## config.mk

```make
export PLATFORM = sky130hd
export DESIGN_NAME = imem_writer
export DESIGN_NICKNAME = d
export VERILOG_FILES = /design/src/rtl/y86_pkg.sv /design/src/rtl/instr_byte_sel.sv /design/src/rtl/imem_writer.sv
export SDC_FILE = /design/constraint.sdc
export NUM_CORES = 1
export LEC_CHECK = 0
export BUFFER_PORTS_ARGS = -buffer_cell sky130_fd_sc_hd__buf_2
export CAP_MARGIN = 30
export CORE_MARGIN = 3
export CORE_UTILIZATION = 57
export CTS_CLUSTER_SIZE = 20
export DETAILED_ROUTE_END_ITERATION = 10
export PLACE_DENSITY = 0.81
export SYNTH_ARGS = -nofsm -noshare
export SYNTH_HDL_FRONTEND = slang
export SYNTH_HIERARCHICAL = 1
export SYNTH_SLANG_ARGS = --single-unit
```

## constraint.sdc

```tcl
create_clock -name clk -period 4.65 [get_ports clk]
set_input_delay 0.2325 -clock clk [delete_from_list [all_inputs] [get_ports clk]]
set_output_delay 0.2325 -clock clk [all_outputs]
set_load 0.03 [all_outputs]
```

## src/rtl/y86_pkg.sv

```systemverilog
// Y86-64 instruction encoding helpers shared by the loader-side byte serializer.
// Lengths and field presence follow the fetch-stage byte layout.
package y86_pkg;

   localparam logic [3:0] I_HALT   = 4'h0;
   localparam logic [3:0] I_NOP    = 4'h1;
   localparam logic [3:0] I_CMOVXX = 4'h2;
   localparam logic [3:0] I_IRMOVQ = 4'h3;
   localparam logic [3:0] I_RMMOVQ = 4'h4;
   localparam logic [3:0] I_MRMOVQ = 4'h5;
   localparam logic [3:0] I_OPQ    = 4'h6;
   localparam logic [3:0] I_JXX    = 4'h7;
   localparam logic [3:0] I_CALL   = 4'h8;
   localparam logic [3:0] I_RET    = 4'h9;
   localparam logic [3:0] I_PUSHQ  = 4'hA;
   localparam logic [3:0] I_POPQ   = 4'hB;

   localparam logic [3:0] LEN_1  = 4'd1;
   localparam logic [3:0] LEN_2  = 4'd2;
   localparam logic [3:0] LEN_9  = 4'd9;
   localparam logic [3:0] LEN_10 = 4'd10;

   typedef enum logic {
      ST_IDLE = 1'b0,
      ST_EMIT = 1'b1
   } state_t;

   function automatic logic icode_valid(input logic [3:0] icode);
      return icode <= I_POPQ;
   endfunction

   function automatic logic [3:0] instr_len(input logic [3:0] icode);
      logic [3:0] len;
      len = LEN_1;
      case (icode)
         I_HALT, I_NOP, I_RET:               len = LEN_1;
         I_CMOVXX, I_OPQ, I_PUSHQ, I_POPQ:   len = LEN_2;
         I_JXX, I_CALL:                      len = LEN_9;
         I_IRMOVQ, I_RMMOVQ, I_MRMOVQ:       len = LEN_10;
         default:                            len = LEN_1;
      endcase
      return len;
   endfunction

   function automatic logic has_regs(input logic [3:0] icode);
      return (instr_len(icode) == LEN_2) || (instr_len(icode) == LEN_10);
   endfunction

   // Byte index where valC starts; 0 means the instruction carries no valC.
   function automatic logic [3:0] valc_base(input logic [3:0] icode);
      logic [3:0] base;
      base = 4'd0;
      if (instr_len(icode) == LEN_9)  base = 4'd1;
      if (instr_len(icode) == LEN_10) base = 4'd2;
      return base;
   endfunction

endpackage

```

## src/rtl/instr_byte_sel.sv

```systemverilog
// Combinational byte picker: instruction fields plus byte index -> encoded byte.
// Single home of the byte layout so it stays aligned with fetch.
module instr_byte_sel
   import y86_pkg::*;
(
   input  logic [3:0]  icode_i,
   input  logic [3:0]  ifun_i,
   input  logic [3:0]  ra_i,
   input  logic [3:0]  rb_i,
   input  logic [63:0] valc_i,
   input  logic [3:0]  idx_i,
   output logic [7:0]  data_o
);

   logic [3:0] vbase;
   logic [3:0] voff;
   logic [7:0] vbyte;

   always_comb begin
      vbase = valc_base(icode_i);
      voff  = idx_i - vbase;
      // Out-of-range offsets (including wrap when idx < vbase) fall to default.
      case (voff)
         4'd0:    vbyte = valc_i[7:0];
         4'd1:    vbyte = valc_i[15:8];
         4'd2:    vbyte = valc_i[23:16];
         4'd3:    vbyte = valc_i[31:24];
         4'd4:    vbyte = valc_i[39:32];
         4'd5:    vbyte = valc_i[47:40];
         4'd6:    vbyte = valc_i[55:48];
         4'd7:    vbyte = valc_i[63:56];
         default: vbyte = 8'h00;
      endcase
   end

   always_comb begin
      data_o = 8'h00;
      if (idx_i == 4'd0) begin
         data_o = {icode_i, ifun_i};
      end else if ((idx_i == 4'd1) && has_regs(icode_i)) begin
         data_o = {ra_i, rb_i};
      end else if (vbase != 4'd0) begin
         data_o = vbyte;
      end
   end

endmodule

```

## src/rtl/imem_writer.sv

```systemverilog
// Accepts decoded Y86-64 instruction fields and writes their encoded bytes,
// one per cycle, into instruction memory at an auto-advancing write pointer.
module imem_writer
   import y86_pkg::*;
#(
   parameter int ADDR_W    = 64,
   parameter int MEM_BYTES = 2048
)
(
   input  logic              clk,
   input  logic              rst,
   input  logic              base_load,
   input  logic [ADDR_W-1:0] base_addr,
   input  logic              in_valid,
   output logic              in_ready,
   input  logic [3:0]        icode,
   input  logic [3:0]        ifun,
   input  logic [3:0]        rA,
   input  logic [3:0]        rB,
   input  logic [63:0]       valC,
   output logic              wr_en,
   output logic [ADDR_W-1:0] wr_addr,
   output logic [7:0]        wr_data,
   output logic              done,
   output logic              instr_err,
   output logic              mem_err,
   output logic [ADDR_W-1:0] next_addr,
   output logic              dbg_state
);

   // Handshake: a transfer happens on a rising edge where in_valid && in_ready.
   // in_ready is high only in IDLE with no base_load; fields must hold while
   // in_valid is high and not yet accepted.

   localparam logic [ADDR_W:0] MEM_LIMIT = (ADDR_W+1)'(MEM_BYTES);

   state_t            state_q, state_d;
   logic [3:0]        k_q, k_d;
   logic [3:0]        icode_q, icode_d;
   logic [3:0]        ifun_q, ifun_d;
   logic [3:0]        ra_q, ra_d;
   logic [3:0]        rb_q, rb_d;
   logic [63:0]       valc_q, valc_d;
   logic [ADDR_W-1:0] ptr_q, ptr_d;
   logic              wr_en_q, wr_en_d;
   logic [ADDR_W-1:0] wr_addr_q, wr_addr_d;
   logic [7:0]        wr_data_q, wr_data_d;
   logic              done_q, done_d;
   logic              instr_err_q, instr_err_d;
   logic              mem_err_q, mem_err_d;

   logic              accept;
   logic              overrun;
   logic [3:0]        in_len;
   logic [3:0]        cur_len;
   logic [3:0]        k_nxt;
   logic [3:0]        sel_icode, sel_ifun, sel_ra, sel_rb, sel_idx;
   logic [63:0]       sel_valc;
   logic [7:0]        sel_data;

   assign in_ready = (state_q == ST_IDLE) && !base_load;
   assign accept   = in_valid && in_ready;
   assign in_len   = instr_len(icode);
   assign cur_len  = instr_len(icode_q);
   assign k_nxt    = k_q + 4'd1;
   // One extra bit so pointer + length cannot wrap past the limit.
   assign overrun  = ({1'b0, ptr_q} + {{(ADDR_W-3){1'b0}}, in_len}) > MEM_LIMIT;

   // Byte 0 comes straight from the inputs on accept; later bytes from the latch.
   always_comb begin
      if (state_q == ST_IDLE) begin
         sel_icode = icode;
         sel_ifun  = ifun;
         sel_ra    = rA;
         sel_rb    = rB;
         sel_valc  = valC;
         sel_idx   = 4'd0;
      end else begin
         sel_icode = icode_q;
         sel_ifun  = ifun_q;
         sel_ra    = ra_q;
         sel_rb    = rb_q;
         sel_valc  = valc_q;
         sel_idx   = k_nxt;
      end
   end

   instr_byte_sel u_byte_sel (
      .icode_i (sel_icode),
      .ifun_i  (sel_ifun),
      .ra_i    (sel_ra),
      .rb_i    (sel_rb),
      .valc_i  (sel_valc),
      .idx_i   (sel_idx),
      .data_o  (sel_data)
   );

   always_comb begin
      state_d     = state_q;
      k_d         = k_q;
      icode_d     = icode_q;
      ifun_d      = ifun_q;
      ra_d        = ra_q;
      rb_d        = rb_q;
      valc_d      = valc_q;
      ptr_d       = ptr_q;
      wr_en_d     = 1'b0;
      wr_addr_d   = wr_addr_q;
      wr_data_d   = 8'h00;
      done_d      = 1'b0;
      instr_err_d = 1'b0;
      mem_err_d   = 1'b0;

      case (state_q)
         ST_IDLE: begin
            if (base_load) begin
               ptr_d = base_addr;
            end else if (accept) begin
               if (!icode_valid(icode)) begin
                  instr_err_d = 1'b1;
               end else if (overrun) begin
                  mem_err_d = 1'b1;
               end else begin
                  icode_d   = icode;
                  ifun_d    = ifun;
                  ra_d      = rA;
                  rb_d      = rB;
                  valc_d    = valC;
                  k_d       = 4'd0;
                  wr_en_d   = 1'b1;
                  wr_addr_d = ptr_q;
                  wr_data_d = sel_data;
                  done_d    = (in_len == LEN_1);
                  state_d   = ST_EMIT;
               end
            end
         end
         ST_EMIT: begin
            // k_q is the byte currently on the write port.
            if (k_q == cur_len - 4'd1) begin
               ptr_d   = ptr_q + {{(ADDR_W-4){1'b0}}, cur_len};
               state_d = ST_IDLE;
            end else begin
               k_d       = k_nxt;
               wr_en_d   = 1'b1;
               wr_addr_d = ptr_q + {{(ADDR_W-4){1'b0}}, k_nxt};
               wr_data_d = sel_data;
               done_d    = (k_nxt == cur_len - 4'd1);
            end
         end
         default: state_d = ST_IDLE;
      endcase
   end

   always_ff @(posedge clk) begin
      if (rst) begin
         state_q     <= ST_IDLE;
         k_q         <= 4'd0;
         icode_q     <= 4'd0;
         ifun_q      <= 4'd0;
         ra_q        <= 4'd0;
         rb_q        <= 4'd0;
         valc_q      <= 64'd0;
         ptr_q       <= '0;
         wr_en_q     <= 1'b0;
         wr_addr_q   <= '0;
         wr_data_q   <= 8'h00;
         done_q      <= 1'b0;
         instr_err_q <= 1'b0;
         mem_err_q   <= 1'b0;
      end else begin
         state_q     <= state_d;
         k_q         <= k_d;
         icode_q     <= icode_d;
         ifun_q      <= ifun_d;
         ra_q        <= ra_d;
         rb_q        <= rb_d;
         valc_q      <= valc_d;
         ptr_q       <= ptr_d;
         wr_en_q     <= wr_en_d;
         wr_addr_q   <= wr_addr_d;
         wr_data_q   <= wr_data_d;
         done_q      <= done_d;
         instr_err_q <= instr_err_d;
         mem_err_q   <= mem_err_d;
      end
   end

   assign wr_en     = wr_en_q;
   assign wr_addr   = wr_addr_q;
   assign wr_data   = wr_data_q;
   assign done      = done_q;
   assign instr_err = instr_err_q;
   assign mem_err   = mem_err_q;
   assign next_addr = ptr_q;
   assign dbg_state = state_q;

endmodule

```

==> results.toml <==
[sta]
drv_slew = 0
whs_ps = 31.6
finalSetupTns_ps = 0
min_period_ps = 4610
rsz0062_at_grt = "no"
finalCritPeriodShare_pct = 99.0
fmax_mhz = 217
slew_headroom_pct = 28.6
finalHoldViolCount = 0
finClkSkew_ps = 13.9
fin_ws_ps = 44.4
tightest_slew_ps = 1070
setup_viol_count_final = 0

[detailed_routing]
wl_um = 69300
dr_total_vias = 18800
viasPerCell = 6.86
drc = 0
wl_per_cell_um = 25.3
ant_nets = 0
drtIter0Drc = 2612
firstDrtPassIters = 7

[cts]
root_buffer = "clkbuf_16"
cts_sinks = 227
clk_pin_slew_worst_paths_ps = 60
cts_tree = "yes"
ctsHtreeMaxLevel = 1
clk_latency_ps = 560
numCtsBuffers = 26
clk_path_buf_depth = 3

[global_route]
grt_pass1_wl_um = 101000
grt_pass1_vias = 17500
grtUsageTotal_pct = 43.5
grt-ovfl-total = 0
antenna_found_initial = 2
grt_max_degree = 123

[placed_design]
placed_cell_area_mm2 = 0.0179
dp_slack_ps = 38.3
placed_cells = 2586
gp_congestion = 1.06
dp_hpwl_um = 44100
port_buffers = 289

[worst_setup_path]
reg2reg_from = "next_addr[44]"
path_class = "in -> reg"
path_max_fanout = 6
cpMostUsedCell = "buf_4"
startpoint = "icode[1]"
max_stage_delay_ps = 550
critPathRequiredTime_ps = 5090
arrival_ps = 5040
path_cells = "dlygate4sd3_1, buf_6, buf_4, mux2i_1, o21ai_0, buf_4, ha_1, buf_4, a21oi_1, nor4_1, buf_4, nand3_1, buf_4, o21a_1, o21ai_0, nor4_2, and3_2, a21oi_4, clkbuf_16, mux2_2"
slowest_stage = "dlygate4sd3_1"
start_kind = "primary input"
worstSetupEndpointType = "flip-flop"

[layout]
fin_util_pct = 75.7
stdcell_area_mm2 = 0.0201
fin_cells = 2737
area_growth_pct = 28.6
nNetsFinal = 2547
drive_gt1_share_pct = 27.7

[pwr]
power.leakage_nw = 8.14
powerDensity_mw_per_mm2 = 257
p_total_mw = 5.16
irDropWorstVdd_v = 0.000316

[floorplan]
core_mm2 = 0.0265
rows = 59
io_pins = 290
start_util_pct = 58.9
die-area_mm2 = 0.0294
die_w_um = 171
dieHeight_um = 171

[synthesis]
synth_nets = 2179
ys_ff_latch = 227
synth_cell_types = 77
synthArstFlopShare_pct = 0
yosysTopAreaCell = "dfxtp_1"
syn_area_mm2 = 0.0156
yosysWarnings = 6
yosysSeqAreaShare_pct = 29.1
synth_edf_count = 0
ys_top_cells_by_area = "dfxtp_1 29%, mux2_2 8.5%, a21oi_1 5.0%, nand2_1 4.8%, nand3_1 4.1%"
synthFlopType = "dfxtp_1"
yosysTopAreaCellShare_pct = 29.1
syn_avg_cell_area_um2 = 7.75
syn_inst = 2013

[hold_path]
hp-start = "base_addr[11]"
hp-class = "in -> reg"

[run_status]
status = "completed"

[run]
maxCapViolCount = 0
registers in the layout, summed over array words and instances, names as in the netlist, 4 cells and up:
signal     cells
next_addr     64
valc_q        64
wr_addr       64
wr_data        8
icode_q        4
ifun_q         4
k_q            4
ra_q           4
rb_q           4
power by group:
part | internal, mW | switching [mW]
combinational | 0.360 | 0.530
sequential | 1.98 | 0.0482
clock | 1.34 | 0.913
total | 3.67 | 1.49
layout make-up:
type / instances / area (um^2)
Antenna cell: 1 / 2.50
Clock buffer: 36 / 738
Clock inverter: 12 / 184
Fill cell: 1832 / 6430
Inverter: 48 / 180
Multi-Input combinational cell: 1546 / 10200
Sequential cell: 227 / 4550
Tap cell: 335 / 419
Timing Repair Buffer: 532 / 3800
path summary, 6_finish.rpt:
path | endpoint | slack [ps] | cells after the start
worst max-delay path | wr_addr[35] | 40 | 20
worst max register to register | wr_addr[35] | 300 | 10
worst min-delay path | next_addr[11] | 30 | 4
worst min register to register | wr_addr[60] | 460 | 2
synth_stat cells (all sizes together), types with 3 or more instances:
cell,instances
dfxtp,227
nand2,201
nor2,161
a21oi,157
clkbuf,157
nand3,127
o21ai,122
mux2,120
nand4,62
xnor2,58
nor3,54
inv,47
nor2b,47
mux2i,37
xor2,37
buf,36
nor4,34
o22ai,31
a22oi,28
a211oi,26
o2bb2ai,22
or3,22
and3,19
mux4,16
ha,14
nor3b,14
and2,12
and4,12
a31oi,11
o31ai,10
a21o,9
or4,8
nor4b,7
o211ai,7
or2,7
a41oi,5
fa,4
nand4b,4
o2111ai,4
o21a,4
a211o,3
routing by layer:
layer / routed length, um / track usage, % / vias to the layer above
met5: 28 / 0 / -
li1: - / - / 8003
met1: 23800 / 51.4 / 8718
met4: 6120 / 28.6 / 4
met3: 8050 / 9.49 / 429
met2: 31300 / 71.4 / 1618
cells in the final DEF (no fill, tap or decap), drive strengths merged, types with 14 or more instances in the layout:
| master | instances |
|---|---|
| a211oi | 26 |
| a21oi | 158 |
| a22oi | 28 |
| and3 | 19 |
| buf | 447 |
| clkbuf | 42 |
| dfxtp | 227 |
| dlygate4sd3 | 79 |
| ha | 14 |
| inv | 47 |
| mux2 | 120 |
| mux2i | 37 |
| mux4 | 16 |
| nand2 | 201 |
| nand3 | 127 |
| nand4 | 62 |
| nor2 | 161 |
| nor2b | 47 |
| nor3 | 54 |
| nor3b | 14 |
| nor4 | 34 |
| o21ai | 122 |
| o22ai | 31 |
| o2bb2ai | 22 |
| or3 | 22 |
| xnor2 | 58 |
| xor2 | 37 |
repair_timing:
item | CTS | global route
buffers inserted | 0 | 12
endpoints found under the hold margin | 79 | 0
setup endpoints to repair | 0 | 153
hold buffers | 79 | 0
gates resized for setup | 0 | 53
cell families after synthesis:
kind of cell	Yosys count	share of synthesized area, %
flip-flops	227	29.1
AO/OA/AOI/OAI	458	17.9
multiplexers	173	13.8
buffers and inverters	241	6.32
XOR/XNOR	95	5.33
adder cells (fa/ha/maj)	18	1.64
AND/OR/NAND/NOR	801	25.9
worst max-delay path, delay by kind of cell:
family / cells / cell delay, ps
simple gates: 4 / 870
mux: 2 / 470
fa+ha+maj: 1 / 290
buf+inv: 8 / 1820
compound gates: 5 / 1360
Power figures use the tool's default switching activity.
